--- src/rtl/a5_1_pkg.sv ---
// a5_1_pkg: shared A5/1 register geometry, load lengths and control states.
package a5_1_pkg;
  localparam int R1_LEN = 19;
  localparam int R2_LEN = 22;
  localparam int R3_LEN = 23;
  localparam logic [R1_LEN-1:0] R1_TAPS = 19'h00027;
  localparam logic [R2_LEN-1:0] R2_TAPS = 22'h000003;
  localparam logic [R3_LEN-1:0] R3_TAPS = 23'h008007;
  localparam int R1_CLK = 10;
  localparam int R2_CLK = 11;
  localparam int R3_CLK = 12;
  localparam int KEY_LEN = 64;
  localparam int FRAME_LEN = 22;
  typedef enum logic [2:0] {
    S_IDLE, S_LOAD_KEY, S_LOAD_FRAME, S_WARMUP, S_GEN, S_HOLD, S_DRAIN
  } state_t;
  function automatic logic maj3(input logic a, input logic b, input logic c);
    return (a & b) | (a & c) | (b & c);
  endfunction
endpackage

--- src/rtl/a5_1_lfsr_core.sv ---
// a5_1_lfsr_core: the three A5/1 registers; ks_bit is the output bit after this cycle's step.
module a5_1_lfsr_core
  import a5_1_pkg::*;
(
  input  logic clk,
  input  logic rst_n,
  input  logic clr,
  input  logic step_all,
  input  logic step_maj,
  input  logic in_bit,
  output logic ks_bit
);
  logic [R1_LEN-1:0] r1, r1_n;
  logic [R2_LEN-1:0] r2, r2_n;
  logic [R3_LEN-1:0] r3, r3_n;
  logic maj, s1, s2, s3;
  always_comb begin
    maj = maj3(r1[R1_CLK], r2[R2_CLK], r3[R3_CLK]);
    s1 = step_all || (step_maj && r1[R1_CLK] == maj);
    s2 = step_all || (step_maj && r2[R2_CLK] == maj);
    s3 = step_all || (step_maj && r3[R3_CLK] == maj);
    r1_n = s1 ? {^(r1 & R1_TAPS) ^ in_bit, r1[R1_LEN-1:1]} : r1;
    r2_n = s2 ? {^(r2 & R2_TAPS) ^ in_bit, r2[R2_LEN-1:1]} : r2;
    r3_n = s3 ? {^(r3 & R3_TAPS) ^ in_bit, r3[R3_LEN-1:1]} : r3;
    ks_bit = r1_n[0] ^ r2_n[0] ^ r3_n[0];
  end
  always_ff @(posedge clk) begin
    if (!rst_n || clr) begin
      r1 <= '0;
      r2 <= '0;
      r3 <= '0;
    end else begin
      r1 <= r1_n;
      r2 <= r2_n;
      r3 <= r3_n;
    end
  end
endmodule

--- src/rtl/a5_1_decipher.sv ---
// a5_1_decipher: A5/1 block decipher; keystream for the next block is generated
// while the current plaintext block waits in the single output register.
module a5_1_decipher
  import a5_1_pkg::*;
#(
  parameter int BLK_W  = 256,
  parameter int NBLK   = 256,
  parameter int WARMUP = 100
) (
  input  logic             clk,
  input  logic             rst_n,
  input  logic             start,
  input  logic [63:0]      key,
  input  logic [21:0]      frame,
  output logic             busy,
  input  logic             ct_valid,
  output logic             ct_ready,
  input  logic [BLK_W-1:0] ct_data,
  output logic             pt_valid,
  input  logic             pt_ready,
  output logic [BLK_W-1:0] pt_data,
  output logic             pt_last,
  output logic             frame_done
);
  state_t state, state_n;
  logic [15:0] cnt, blk_cnt;
  logic [KEY_LEN-1:0] key_q;
  logic [FRAME_LEN-1:0] frame_q;
  logic [BLK_W-1:0] ks;
  logic accept, pt_fire, last_blk, in_bit, step_all, step_maj, ks_bit;
  assign busy = state != S_IDLE;
  assign ct_ready = state == S_HOLD && (!pt_valid || pt_ready);
  assign accept = ct_valid && ct_ready;
  assign pt_fire = pt_valid && pt_ready;
  assign last_blk = blk_cnt == 16'(NBLK - 1);
  assign step_all = state == S_LOAD_KEY || state == S_LOAD_FRAME;
  assign step_maj = state == S_WARMUP || state == S_GEN;
  assign in_bit = state == S_LOAD_KEY ? key_q[KEY_LEN-1] :
                  state == S_LOAD_FRAME ? frame_q[FRAME_LEN-1] : 1'b0;
  a5_1_lfsr_core u_core (
    .clk     (clk),
    .rst_n   (rst_n),
    .clr     (state == S_IDLE),
    .step_all(step_all),
    .step_maj(step_maj),
    .in_bit  (in_bit),
    .ks_bit  (ks_bit)
  );
  always_comb begin
    state_n = state;
    case (state)
      S_IDLE:       state_n = start ? S_LOAD_KEY : S_IDLE;
      S_LOAD_KEY:   state_n = cnt == 16'(KEY_LEN - 1) ? S_LOAD_FRAME : S_LOAD_KEY;
      S_LOAD_FRAME: state_n = cnt == 16'(FRAME_LEN - 1) ? S_WARMUP : S_LOAD_FRAME;
      S_WARMUP:     state_n = cnt == 16'(WARMUP - 1) ? S_GEN : S_WARMUP;
      S_GEN:        state_n = cnt == 16'(BLK_W - 1) ? S_HOLD : S_GEN;
      S_HOLD:       state_n = !accept ? S_HOLD : last_blk ? S_DRAIN : S_GEN;
      S_DRAIN:      state_n = pt_fire ? S_IDLE : S_DRAIN;
      default:      state_n = S_IDLE;
    endcase
  end
  always_ff @(posedge clk) begin
    if (!rst_n) begin
      state <= S_IDLE;
      cnt <= '0;
      blk_cnt <= '0;
      key_q <= '0;
      frame_q <= '0;
      ks <= '0;
      pt_data <= '0;
      pt_valid <= 1'b0;
      pt_last <= 1'b0;
      frame_done <= 1'b0;
    end else begin
      state <= state_n;
      cnt <= state_n != state ? '0 : cnt + 16'd1;
      frame_done <= state == S_DRAIN && pt_fire;
      if (state == S_IDLE && start) begin
        key_q <= key;
        frame_q <= frame;
        blk_cnt <= '0;
      end
      if (state == S_LOAD_KEY) key_q <= key_q << 1;
      if (state == S_LOAD_FRAME) frame_q <= frame_q << 1;
      // First generated bit lands in the MSB after BLK_W shifts.
      if (state == S_GEN) ks <= {ks[BLK_W-2:0], ks_bit};
      if (accept) begin
        pt_data <= ct_data ^ ks;
        pt_valid <= 1'b1;
        pt_last <= last_blk;
        blk_cnt <= blk_cnt + 16'd1;
      end else if (pt_fire) begin
        pt_valid <= 1'b0;
        pt_last <= 1'b0;
      end
    end
  end
endmodule

--- config.mk ---
export PLATFORM = sky130hd
export DESIGN_NAME = a5_1_decipher
export DESIGN_NICKNAME = d
export VERILOG_FILES = /design/src/rtl/a5_1_pkg.sv /design/src/rtl/a5_1_lfsr_core.sv /design/src/rtl/a5_1_decipher.sv
export SDC_FILE = /design/constraint.sdc
export NUM_CORES = 1
export LEC_CHECK = 0
export CORE_MARGIN = 2
export CORE_UTILIZATION = 35
export DETAILED_ROUTE_END_ITERATION = 8
export PLACE_DENSITY_LB_ADDON = 0.1
export SYNTH_ARGS = -nofsm -noshare
export SYNTH_HDL_FRONTEND = slang
export SYNTH_HIERARCHICAL = 1
export SYNTH_SLANG_ARGS = --single-unit
export TNS_END_PERCENT = 20
--- constraint.sdc ---
create_clock -name clk -period 3.2 [get_ports clk]
set_input_delay 0.96 -clock clk [delete_from_list [all_inputs] [get_ports clk]]
set_output_delay 0.96 -clock clk [all_outputs]
set_load 0.01 [all_outputs]
==> summary.md <==
| Metric | Value |
|---|---|
| Largest net degree at the start of global routing | `between 150 and 200` |
| Fill cell count | `7280` |
| Ys flop type | `dfxtp_1` |
| Max Cap Violations | `0` |
| Final Hold Viols | `0` |
| Row cnt | `just over 100` |
| Routed WL per cell | `17.3 um` |
| CP required | `2.24 ns` |
| Stages on worst setup path | `2` |
| Post-DRT Antenna Nets | `0` |
| Reg-to-Reg End | `cnt[15]$_SDFF_PP0_` |
| Initial Util | `0.352` |
| Worst Reg-to-Reg Cells | `6` |
| Skew-Pair Late Insertion Delay | `0.61 ns` |
| Leak | `12.2 nW` |
| Hold Path Class | `flop to flop` |
| Vias in the first global route | `22300` |
| Num ports | `608` |
| PwrDens | `514 nW/um2` |
| Nets | `~4000` |
| Die Height | `282 um` |
| Minimum clock period | `roughly 3.0 ns` |
| Cells after synthesis | `3097` |
| Via count | `23100` |
| Dpl hpwl | `57900 um` |
| Clock-pin slew on the worst setup and hold paths | `0.06 ns` |
| TritonCTS Buffers | `about 80` |
| Placed cell areas | `34500 um2` |
| Hold Startpoint | `key_q[62]$_SDFFE_PN0P_` |
| CTS sink cnt | `700` |
| Crit share post-route | `0.951` |
| Status | `complete, no violations` |
| Unrepaired setup endpoints after global routing | `false` |
| CP max-delay cell | `dfxtp_1` |
| Final worst slack | `~0.16 ns` |
| Routability Congestion | `0.819` |
| WL final | `81700 um` |
| Total power | `19.1 mW` |
| Clock tree buffer depth | `3` |
| Die width | `282 um` |
| Largest stage delay, worst path | `approximately 0.66 ns` |
| Critical path class | `flop to primary output` |
| Routed vias/inst | `4.88` |
| Simple-Gate Fraction of Synth Area | `0.160` |
| Total congestion overflow | `0` |
| Worst-path cell chain | `or3_1 > clkdlybuf4s50_1` |
| H-tree levels | `3` |
| CP bufs+invs | `1` |
| R2R Setup Slk | `0.41 ns` |
| Post-route insts no fill | `4733` |
| Final setup TNS | `0 ns` |
| PortBufs | `607` |
| Fraction of registers with async set/reset | `0` |
| Cells on Worst Hold Path | `2` |
| Place WS | `-0.0278 ns` |
| Post-synth EDFFs | `0` |
| Distinct cell type count after synthesis | `53` |
| Layout cells sized above 1 | `0.0613` |
| P&R area growth vs syn | `36.9%` |
| Warnings from Yosys | `6` |
| Cell area after layout | `37100 um2` |
| Post-synthesis compound-gate area fraction | `0.169` |
| Hold Slack | `~0.45 ns` |
| Post-synth net total | `about 3400` |
| Die area | `79700 um2` |
| Crit path DAT | `2.08 ns` |
| Area contributors post-synth | `dfxtp_1 52%, nand2_1 8.7%, xnor2_1 8.7%` |
| Mapped Avg Cell Area | `8.75 um2` |
| GRT Total Usage | `0.196` |
| Post-synthesis sequential area ratio | `0.517` |
| Delay-heaviest family, CP | `flip-flops` |
| Post-synthesis mux area share | `0.0247` |
| Initial DRC count | `1121` |
| Yosys top cell by area | `dfxtp_1` |
| Flop and latch count out of synthesis | `700` |
| CTS Hold Bufs | `0` |
| Crit-path max FO | `15` |
| Post CTS Setup Buffer Count | `0` |
| Maximum vdd drop | `approximately 0.35 mV` |
| Commonest non-fill, non-tap cell in the layout | `dfxtp_1` |
| R2R Path Start | `cnt[8]$_SDFF_PP0_` |
| Cell total after placement | `4584` |
| Core footprint | `77100 um2` |
| Synth Area in Adders | `0.000923` |
| Clk_skew | `roughly 0.027 ns` |
| Critical Path End Type | `primary output` |
| Global-route wire length before repair | `124000 um` |
| XOR/XNOR Fraction of Synth Area | `0.0930` |
| Hold EP | `key_q[62]$_SDFFE_PN0P_` |
| Cell area after synthesis | `around 27000 um2` |
| Largest family of logic cells by synthesized area | `compound AO/OA/AOI/OAI gates` |
| Slew HR | `0.294` |
| Slew Limit Fails | `0` |
| Commonest cells after routing, fill and taps aside | `700 x dfxtp_1, 629 x nand2_1, 606 x clkdlybuf4s50_1` |
| Max Freq | `329 MHz` |
| Top-area cell type share of the netlist area | `0.517` |
| Final setup vio count | `0` |
| Initial antenna violation count | `14` |
| CTS Root Cell | `clkbuf_16` |
| First drt pass iteration count | `5` |
| CP startpoint kind | `flop` |
| Post-layout util | `0.482` |
| CTS tree | `yes` |
| DRC Markers | `0` |
| Actual slew at the worst max-slew pin | `1.06 ns` |
## tightest hold or removal path: cells and delay by family, from the launching register on
family	cells	cell delay, ns
simple gates	1	0.05
flops	1	0.31
compound gates	1	0.05
## Yosys cell counts, types with 8 or more instances
cell type,count
a211oi_1,262
a211oi_2,9
a21oi_1,321
a22oi_1,52
a311oi_1,21
buf_1,8
clkbuf_1,217
dfxtp_1,700
mux2i_1,67
nand2_1,629
nand3_1,16
nor2_1,390
nor3_1,9
o21ai_0,8
o221ai_1,13
xnor2_1,269
xor2_1,11
## kinds of logic (layout without fill, tap and decap cells)
logic type / count (synthesis) / count (layout)
xor+xnor: 283 / 283
other cells: 0 / 9
mux: 67 / 67
fa+ha+maj: 2 / 2
flops: 700 / 700
simple gates: 1097 / 1097
compound gates: 706 / 706
buf+inv: 242 / 829
## flip-flops by register name (all words and copies together), names as in the netlist
name,flops
cnt,16
frame_done,1
blk_cnt,16
state,3
pt_last,1
key_q,64
u_core/r3,23
u_core/r2,22
ks,256
frame_q,22
pt_valid,1
u_core/r1,19
pt_data,256
## worst max path at each step
stage	startpoint	to	slack [ns]
floorplan	ct_valid	cnt[5]$_SDFF_PP0_	0.49
global placement	pt_ready	ct_ready	-0.06
detailed placement	pt_ready	ct_ready	-0.03
CTS	state[2]$_SDFF_PN0_	busy	0.11
global route	state[1]$_SDFF_PN0_	busy	0.06
finish	state[2]$_SDFF_PN0_	busy	0.16
## where the power goes
part | switching (mW) | leakage, nW | internal [mW] | total, mW
Clock | 3.59 | 1.30 | 5.43 | 9.02
Combinational | 0.536 | 5.22 | 0.661 | 1.20
Sequential | 0.0447 | 5.65 | 8.80 | 8.84
## layout make-up
| type | instances | area [um2] | area share |
|---|---|---|---|
| inverter | 7 | 33.8 | 0.000910 |
| clock buffer | 119 | 2410 | 0.0650 |
| timing repair buffer | 682 | 6950 | 0.187 |
| sequential | 700 | 14000 | 0.378 |
| antenna | 9 | 22.5 | 0.000607 |
| clock inverter | 21 | 201 | 0.00543 |
| tap | 1040 | 1300 | 0.0351 |
| multi-input combinational | 2155 | 12200 | 0.328 |
## repair_timing
item,CTS,global route
setup endpoints to repair,1,0
hold endpoints to repair,0,0
resized for setup,1,0
## layer usage
layer,vias to the layer above,routed length (um),track usage
met5,-,65,0
met4,10,2780,0.0787
met3,156,4040,0.0412
met2,490,41100,0.343
met1,10900,33700,0.234
li1,11600,-,-
Note: power is estimated with default switching activity, not from simulation.
